<file path="config.mk">
export PLATFORM = sky130hd
export DESIGN_NAME = wash_sequencer
export DESIGN_NICKNAME = d
export VERILOG_FILES = /design/src/rtl/wash_pkg.sv /design/src/rtl/wash_sequencer_sec_tick.sv /design/src/rtl/wash_sequencer.sv
export SDC_FILE = /design/constraint.sdc
export NUM_CORES = 1
export LEC_CHECK = 0
export CAP_MARGIN = 20
export CORE_MARGIN = 5
export CORE_UTILIZATION = 30
export CTS_BUF_LIST = sky130_fd_sc_hd__clkbuf_4 sky130_fd_sc_hd__clkbuf_8
export DETAILED_ROUTE_END_ITERATION = 10
export PLACE_DENSITY = 0.53
export SLEW_MARGIN = 10
export SYNTH_ARGS = -nofsm -noshare
export SYNTH_HDL_FRONTEND = slang
export SYNTH_HIERARCHICAL = 1
export SYNTH_SLANG_ARGS = --single-unit
</file>
<file path="constraint.sdc">
create_clock -name clk -period 6.7 [get_ports clk]
set_clock_uncertainty 0.2 [all_clocks]
set_input_delay 0.67 -clock clk [delete_from_list [all_inputs] [get_ports clk]]
set_output_delay 0.67 -clock clk [all_outputs]
set_load 0.1 [all_outputs]
</file>
<file path="src/rtl/wash_pkg.sv">
// wash_pkg: shared states, programme modes, default durations and wash-length lookup
package wash_pkg;
  typedef enum logic [2:0] {
    IDLE  = 3'd0,
    FILL  = 3'd1,
    WASH  = 3'd2,
    DRAIN = 3'd3,
    SPIN  = 3'd4,
    PAUSE = 3'd5
  } state_t;
  typedef enum logic [1:0] {
    M_SPIN   = 2'd0,
    M_SMALL  = 2'd1,
    M_MEDIUM = 2'd2,
    M_LARGE  = 2'd3
  } mode_t;
  localparam int TICK_CYCLES_D = 100000000;
  localparam int FILL_S_D      = 3;
  localparam int WASH_S_SM_D   = 4;
  localparam int WASH_S_MD_D   = 6;
  localparam int WASH_S_LG_D   = 8;
  localparam int DRAIN_S_D     = 2;
  localparam int SPIN_S_D      = 3;
  function automatic logic [7:0] wash_secs(input mode_t m, input logic [7:0] sm, md, lg);
    return m == M_SMALL ? sm : m == M_MEDIUM ? md : m == M_LARGE ? lg : 8'd0;
  endfunction
endpackage

</file>
<file path="src/rtl/wash_sequencer_sec_tick.sv">
// sec_tick: free-running per-second tick counter with enable, clear and wrap flag
module sec_tick #(
  parameter int TICK_CYCLES = 100000000
) (
  input  logic clk,
  input  logic rst,
  input  logic en,
  input  logic clr,
  output logic last,
  output logic tick
);
  localparam int W = TICK_CYCLES > 1 ? $clog2(TICK_CYCLES) : 1;
  logic [W-1:0] cnt;
  assign last = cnt == W'(TICK_CYCLES - 1);
  assign tick = en && last;
  always_ff @(posedge clk or posedge rst)
    if (rst) cnt <= '0;
    else if (clr) cnt <= '0;
    else if (en) cnt <= last ? '0 : cnt + 1'b1;
endmodule

</file>
<file path="src/rtl/wash_sequencer.sv">
// wash_sequencer: fill/wash/drain/spin programme sequencer with pause, abort and remaining-time output
module wash_sequencer
  import wash_pkg::*;
#(
  parameter int TICK_CYCLES = TICK_CYCLES_D,
  parameter int FILL_S      = FILL_S_D,
  parameter int WASH_S_SM   = WASH_S_SM_D,
  parameter int WASH_S_MD   = WASH_S_MD_D,
  parameter int WASH_S_LG   = WASH_S_LG_D,
  parameter int DRAIN_S     = DRAIN_S_D,
  parameter int SPIN_S      = SPIN_S_D
) (
  input  logic       clk,
  input  logic       rst,
  input  logic       start,
  input  logic [1:0] mode,
  input  logic       pause_bt,
  input  logic       abort,
  output logic [2:0] phase,
  output logic [7:0] remain_s,
  output logic       busy,
  output logic       door_lock,
  output logic       valve_in,
  output logic       valve_out,
  output logic       motor_on,
  output logic       motor_fast,
  output logic       aborted,
  output logic       done
);
  state_t state, nxt, resume, view, after;
  mode_t mode_q;
  logic [7:0] phase_sec, ld_sec, wash_len, later;
  logic run, pause_req, abort_req, entry, last, tick;
  assign run = state inside {FILL, WASH, DRAIN, SPIN};
  assign abort_req = abort && state inside {FILL, WASH, SPIN, PAUSE};
  assign pause_req = run && pause_bt && !abort;
  assign wash_len = wash_secs(mode_q, 8'(WASH_S_SM), 8'(WASH_S_MD), 8'(WASH_S_LG));
  sec_tick #(.TICK_CYCLES(TICK_CYCLES)) u_tick (
    .clk (clk),
    .rst (rst),
    .en  (run && !pause_req),
    .clr (entry || (pause_req && last)),
    .last(last),
    .tick(tick)
  );
  always_comb begin
    after = state == FILL ? WASH : state == WASH ? DRAIN :
            state == DRAIN ? ((aborted || abort) ? IDLE : SPIN) : IDLE;
    nxt = state;
    case (state)
      IDLE:    nxt = start ? (mode_t'(mode) == M_SPIN ? SPIN : FILL) : IDLE;
      PAUSE:   nxt = abort_req ? DRAIN : pause_bt ? resume : PAUSE;
      default: nxt = abort_req ? DRAIN : pause_req ? PAUSE : (tick && phase_sec == 8'd1) ? after : state;
    endcase
    entry = nxt != state && nxt != IDLE && nxt != PAUSE && !(state == PAUSE && !abort_req);
    ld_sec = nxt == FILL ? 8'(FILL_S) : nxt == WASH ? wash_len : nxt == DRAIN ? 8'(DRAIN_S) : 8'(SPIN_S);
    view = state == PAUSE ? resume : state;
    later = view == FILL ? wash_len + 8'(DRAIN_S + SPIN_S) :
            view == WASH ? 8'(DRAIN_S + SPIN_S) :
            (view == DRAIN && !aborted) ? 8'(SPIN_S) : 8'd0;
  end
  always_ff @(posedge clk or posedge rst)
    if (rst) begin
      state     <= IDLE;
      resume    <= IDLE;
      mode_q    <= M_SPIN;
      phase_sec <= '0;
      aborted   <= 1'b0;
      done      <= 1'b0;
    end else begin
      state <= nxt;
      done  <= run && nxt == IDLE;
      if (pause_req) resume <= state;
      if (entry) phase_sec <= ld_sec;
      else if (tick) phase_sec <= phase_sec - 8'd1;
      if (state == IDLE && start) begin
        mode_q  <= mode_t'(mode);
        aborted <= 1'b0;
      end else if (abort && state != IDLE) aborted <= 1'b1;
    end
  assign phase      = state;
  assign remain_s   = state == IDLE ? 8'd0 : phase_sec + later;
  assign busy       = state != IDLE;
  assign door_lock  = state != IDLE;
  assign valve_in   = state == FILL;
  assign valve_out  = state == DRAIN || state == SPIN;
  assign motor_on   = state == WASH || state == SPIN;
  assign motor_fast = state == SPIN;
endmodule

</file>
==> flow_summary.rst <==
.. list-table::
   :header-rows: 1

   * - Metric
     - Value
   * - Data required time of the worst path
     - 6.65 ns
   * - Data arrival time of the worst path
     - 5.83 ns
   * - Syn_area_per_cell
     - 8.54 um2
   * - Top-area cell type share of the netlist area
     - 34.9%
   * - Core region area
     - 0.0104 mm2
   * - Final HPWL DP
     - 5410 um
   * - DRC violation total after the first TritonRoute iteration
     - 111
   * - TritonCTS clock tree
     - done
   * - Internal reg-to-reg setup slack
     - 0.89 ns
   * - Final max-slew violation count
     - 0
   * - Number of cells in the finished layout apart from fillers
     - 532
   * - Worst reg2reg path startpoint
     - phase[1]
   * - Routed vias
     - 2722
   * - End point of the worst hold path
     - resume[0]
   * - Pin count of the biggest net entering global routing
     - 31
   * - Warnings, synthesis
     - 6
   * - Drt pass-1 iters
     - 4
   * - Share of flip-flops with an asynchronous set or reset
     - 100%
   * - Number of buffers created by CTS
     - 5
   * - Clk pin slew, worst setup/hold paths
     - 0.08 ns
   * - Largest area contributor in the synthesized netlist
     - sky130_fd_sc_hd__dfrtp_1
   * - Via count of the first global-routing pass
     - 2610
   * - Top post-synthesis cells by count
     - sky130_fd_sc_hd__nor2_1 (51), sky130_fd_sc_hd__dfrtp_1 (45), sky130_fd_sc_hd__nand2_1 (32)
   * - Proportion of layout cells with a drive suffix above 1
     - 8.33%
   * - Routed length per placed instance
     - 14.0 um
   * - Mapped Cells
     - 378
   * - PD cells
     - 422 mW/mm2
   * - Fmax
     - 170 MHz
   * - Top-count cell post-synth
     - sky130_fd_sc_hd__nor2_1
   * - Net Sw Power
     - 0.000860 W
   * - Cell count after placement
     - 523
   * - Number of cells upsized or downsized after cts
     - 0
   * - Final worst-path cycle share
     - 87.7%
   * - Top-level port count
     - 26
   * - Post-synth EDFFs
     - 0
   * - Total power
     - 0.00157 W
   * - Total Routing Usage GR
     - 11.8%
   * - Syn Nets
     - 397
   * - Unrepaired setup endpoints after global routing
     - false
   * - Syn-to-layout area delta
     - 15.0%
   * - Switching part of the total
     - 54.9%
   * - Worst VDD drop
     - 0.000466 V
   * - Die Height
     - 114 um
   * - Number of cell instances on the worst register-to-register path
     - 18
   * - Crit Path Class
     - in2reg
   * - Die width
     - 114 um
   * - Worst-case clock buffer depth
     - 2
   * - Final period demand of the worst path
     - 5.88 ns
   * - Total standard cell area after synthesis
     - 0.00323 mm2
   * - Total of hold buffers inserted after clock tree synthesis
     - 0
   * - FF-to-FF End
     - u_tick/cnt[24]
   * - Internal power
     - 0.000708 W
   * - Final cell utilization of the core
     - 35.6%
   * - Final Hold Violating Endpoints
     - 0
   * - Final antenna diode count
     - 0
   * - Leakage dissipation
     - 1.51 nW
   * - CTS sink cnt
     - 45
   * - Overall die area
     - 0.0129 mm2
   * - Hold/Removal Path Class
     - reg2reg
   * - Clock network latency to the later pin of the worst-skew pair
     - 0.30 ns
   * - Synthesis-stage register bit count
     - 45
   * - Commonest register cell after synthesis
     - sky130_fd_sc_hd__dfrtp_1
   * - Effective utilization at floorplan
     - 31.0%
   * - Min-Delay Path Depth
     - 2
   * - Setup tns final
     - 0 ns
   * - Status
     - finished, final reports clean
   * - Hold Path Origin
     - resume[0]
   * - Net count reported at finish
     - 414
   * - Remaining routing DRC violations
     - 0
   * - Total detailed-routing wirelength
     - 7430 um
   * - Element type at the critical path start
     - input port
   * - Relative slew slack
     - 34.8%
   * - Clock network fraction of design power
     - 13.8%
   * - Clock root cell
     - sky130_fd_sc_hd__clkbuf_8
   * - Area contributors post-synth
     - sky130_fd_sc_hd__dfrtp_1 (35%), sky130_fd_sc_hd__xnor2_1 (6.5%), sky130_fd_sc_hd__nor2_1 (5.9%)
   * - GPL Wtd Cong
     - 0.928
   * - Fraction of power consumed by combinational cells
     - 64.8%
   * - Remaining antenna violation count
     - 0
   * - I/O Buffers
     - 25
   * - Total global routing overflow
     - 0
   * - FP Rows
     - 37
   * - Maximum level of the CTS H-tree
     - 2
   * - Flop pwr share
     - 21.4%
   * - Number of vias per cell after detailed routing
     - 5.12
   * - Maximum fanout encountered on the critical timing path
     - 17
   * - Initial antenna violation count
     - 0
   * - Yosys cell types
     - 67
   * - Max-cap violation count
     - 0
   * - Total of endpoints with negative setup slack in the final report
     - 0
   * - Share of the yosys chip area belonging to registers
     - 34.9%
   * - Measured slew at the worst slew-check pin
     - 0.975 ns
   * - Wire length of the first global-routing pass
     - 12800 um
   * - Buffers inserted by post-CTS timing repair
     - 0
   * - Sort of element at the end of the critical path
     - flop
   * - # fillers
     - 1071
[worst max-delay path, cell delays in order]
cell and delay, ns:
sky130_fd_sc_hd__clkdlybuf4s50_1 0.45, sky130_fd_sc_hd__buf_4 0.20, sky130_fd_sc_hd__nand2b_1 0.16, sky130_fd_sc_hd__and3_1 0.41
sky130_fd_sc_hd__inv_1 0.20, sky130_fd_sc_hd__nor2_1 0.42, sky130_fd_sc_hd__or4bb_4 0.55, sky130_fd_sc_hd__o21ai_0 0.32
sky130_fd_sc_hd__nand2_1 0.09, sky130_fd_sc_hd__a31oi_1 0.20, sky130_fd_sc_hd__a21oi_1 0.16, sky130_fd_sc_hd__a221oi_4 0.53
sky130_fd_sc_hd__a41o_2 0.31, sky130_fd_sc_hd__o211a_1 0.25, sky130_fd_sc_hd__nand3_1 0.28, sky130_fd_sc_hd__nor4_1 0.41
sky130_fd_sc_hd__xnor2_1 0.16, sky130_fd_sc_hd__nor2_1 0.05
[layout by cell type (no fill, tap or decap), types with 5 or more instances in the layout]
cell and count:
sky130_fd_sc_hd__xnor2_1 24, sky130_fd_sc_hd__o21ai_0 16, sky130_fd_sc_hd__nor2_1 51, sky130_fd_sc_hd__nand2b_1 5
sky130_fd_sc_hd__nor3_1 13, sky130_fd_sc_hd__dfrtp_1 45, sky130_fd_sc_hd__nor4_1 9, sky130_fd_sc_hd__inv_1 20
sky130_fd_sc_hd__buf_4 5, sky130_fd_sc_hd__nor2b_1 7, sky130_fd_sc_hd__nand2_1 32, sky130_fd_sc_hd__xor2_1 10
sky130_fd_sc_hd__nand3_1 14, sky130_fd_sc_hd__a21o_1 5, sky130_fd_sc_hd__ha_1 11, sky130_fd_sc_hd__clkbuf_8 6
sky130_fd_sc_hd__a21oi_1 19, sky130_fd_sc_hd__clkdlybuf4s50_1 25
[layout make-up]
cell class              instances  area (um2)  area share (%)
clock buffers                   7        90.1            2.43
clock inverters                 1        30.0           0.809
inverters                      20        75.1            2.02
multi-input cells             292        1910            51.3
flip-flops and latches         45        1130            30.3
well taps                     136         170            4.58
repair buffers                 31         315            8.49
[stage by stage]
step           hold WS [ns]  instance area (um2)  worst slack, ns
2_1_floorplan         0.266                 3230            0.357
3_3_place_gp          0.307                 3560            0.688
3_5_place_dp          0.307                 3560            0.533
4_1_cts               0.327                 3680            0.811
5_1_grt               0.382                 3710            0.353
6_report              0.321                 3710            0.821
[layer usage]
layer / global-route usage (%) / up-vias / share of wire (%)
li1: - / 1361 / -
met3: 2.12 / 6 / 4.5
met2: 19.0 / 54 / 47
met5: 0 / - / 0
met4: 2.72 / 0 / 1.0
met1: 16.6 / 1301 / 47
[flip-flops by register name (all words and copies together), names as in the netlist]
register,cells
done,1
u_tick/cnt,27
mode_q,2
phase,3
resume,3
aborted,1
phase_sec,8
[worst max path at each step]
stage | endpoint | startpoint | depth (start not counted)
6_report | u_tick/cnt[24] | abort | 18
3_3_place_gp | u_tick/cnt[24] | abort | 18
5_1_grt | u_tick/cnt[24] | abort | 18
4_1_cts | u_tick/cnt[24] | abort | 18
2_1_floorplan | u_tick/cnt[25] | phase[2] | 20
3_5_place_dp | u_tick/cnt[20] | abort | 18
[power by group through the flow]
stage,sequential (W),combinational [W],clock (W)
3_5_place_dp,0.000340,0.00101,0
3_3_place_gp,0.000342,0.00101,0
6_report,0.000336,0.00102,0.000216
2_1_floorplan,0.000370,0.000787,0
5_1_grt,0.000341,0.00110,0.000236
4_1_cts,0.000335,0.00102,0.000226
[kinds of logic (layout without fill, tap and decap cells)]
kind of cell | count (synthesis) | count (layout) | share of synthesized area, %
AOI/OAI and AO/OA | 73 | 73 | 16.4
xor gates and xnor gates | 34 | 34 | 9.22
adders and majority gates | 12 | 12 | 4.88
buffers and inverters | 41 | 59 | 6.12
DFF | 45 | 45 | 34.9
muxes | 4 | 4 | 1.36
and+or+nand+nor | 169 | 169 | 27.2
(Power assumes the default switching activity.)
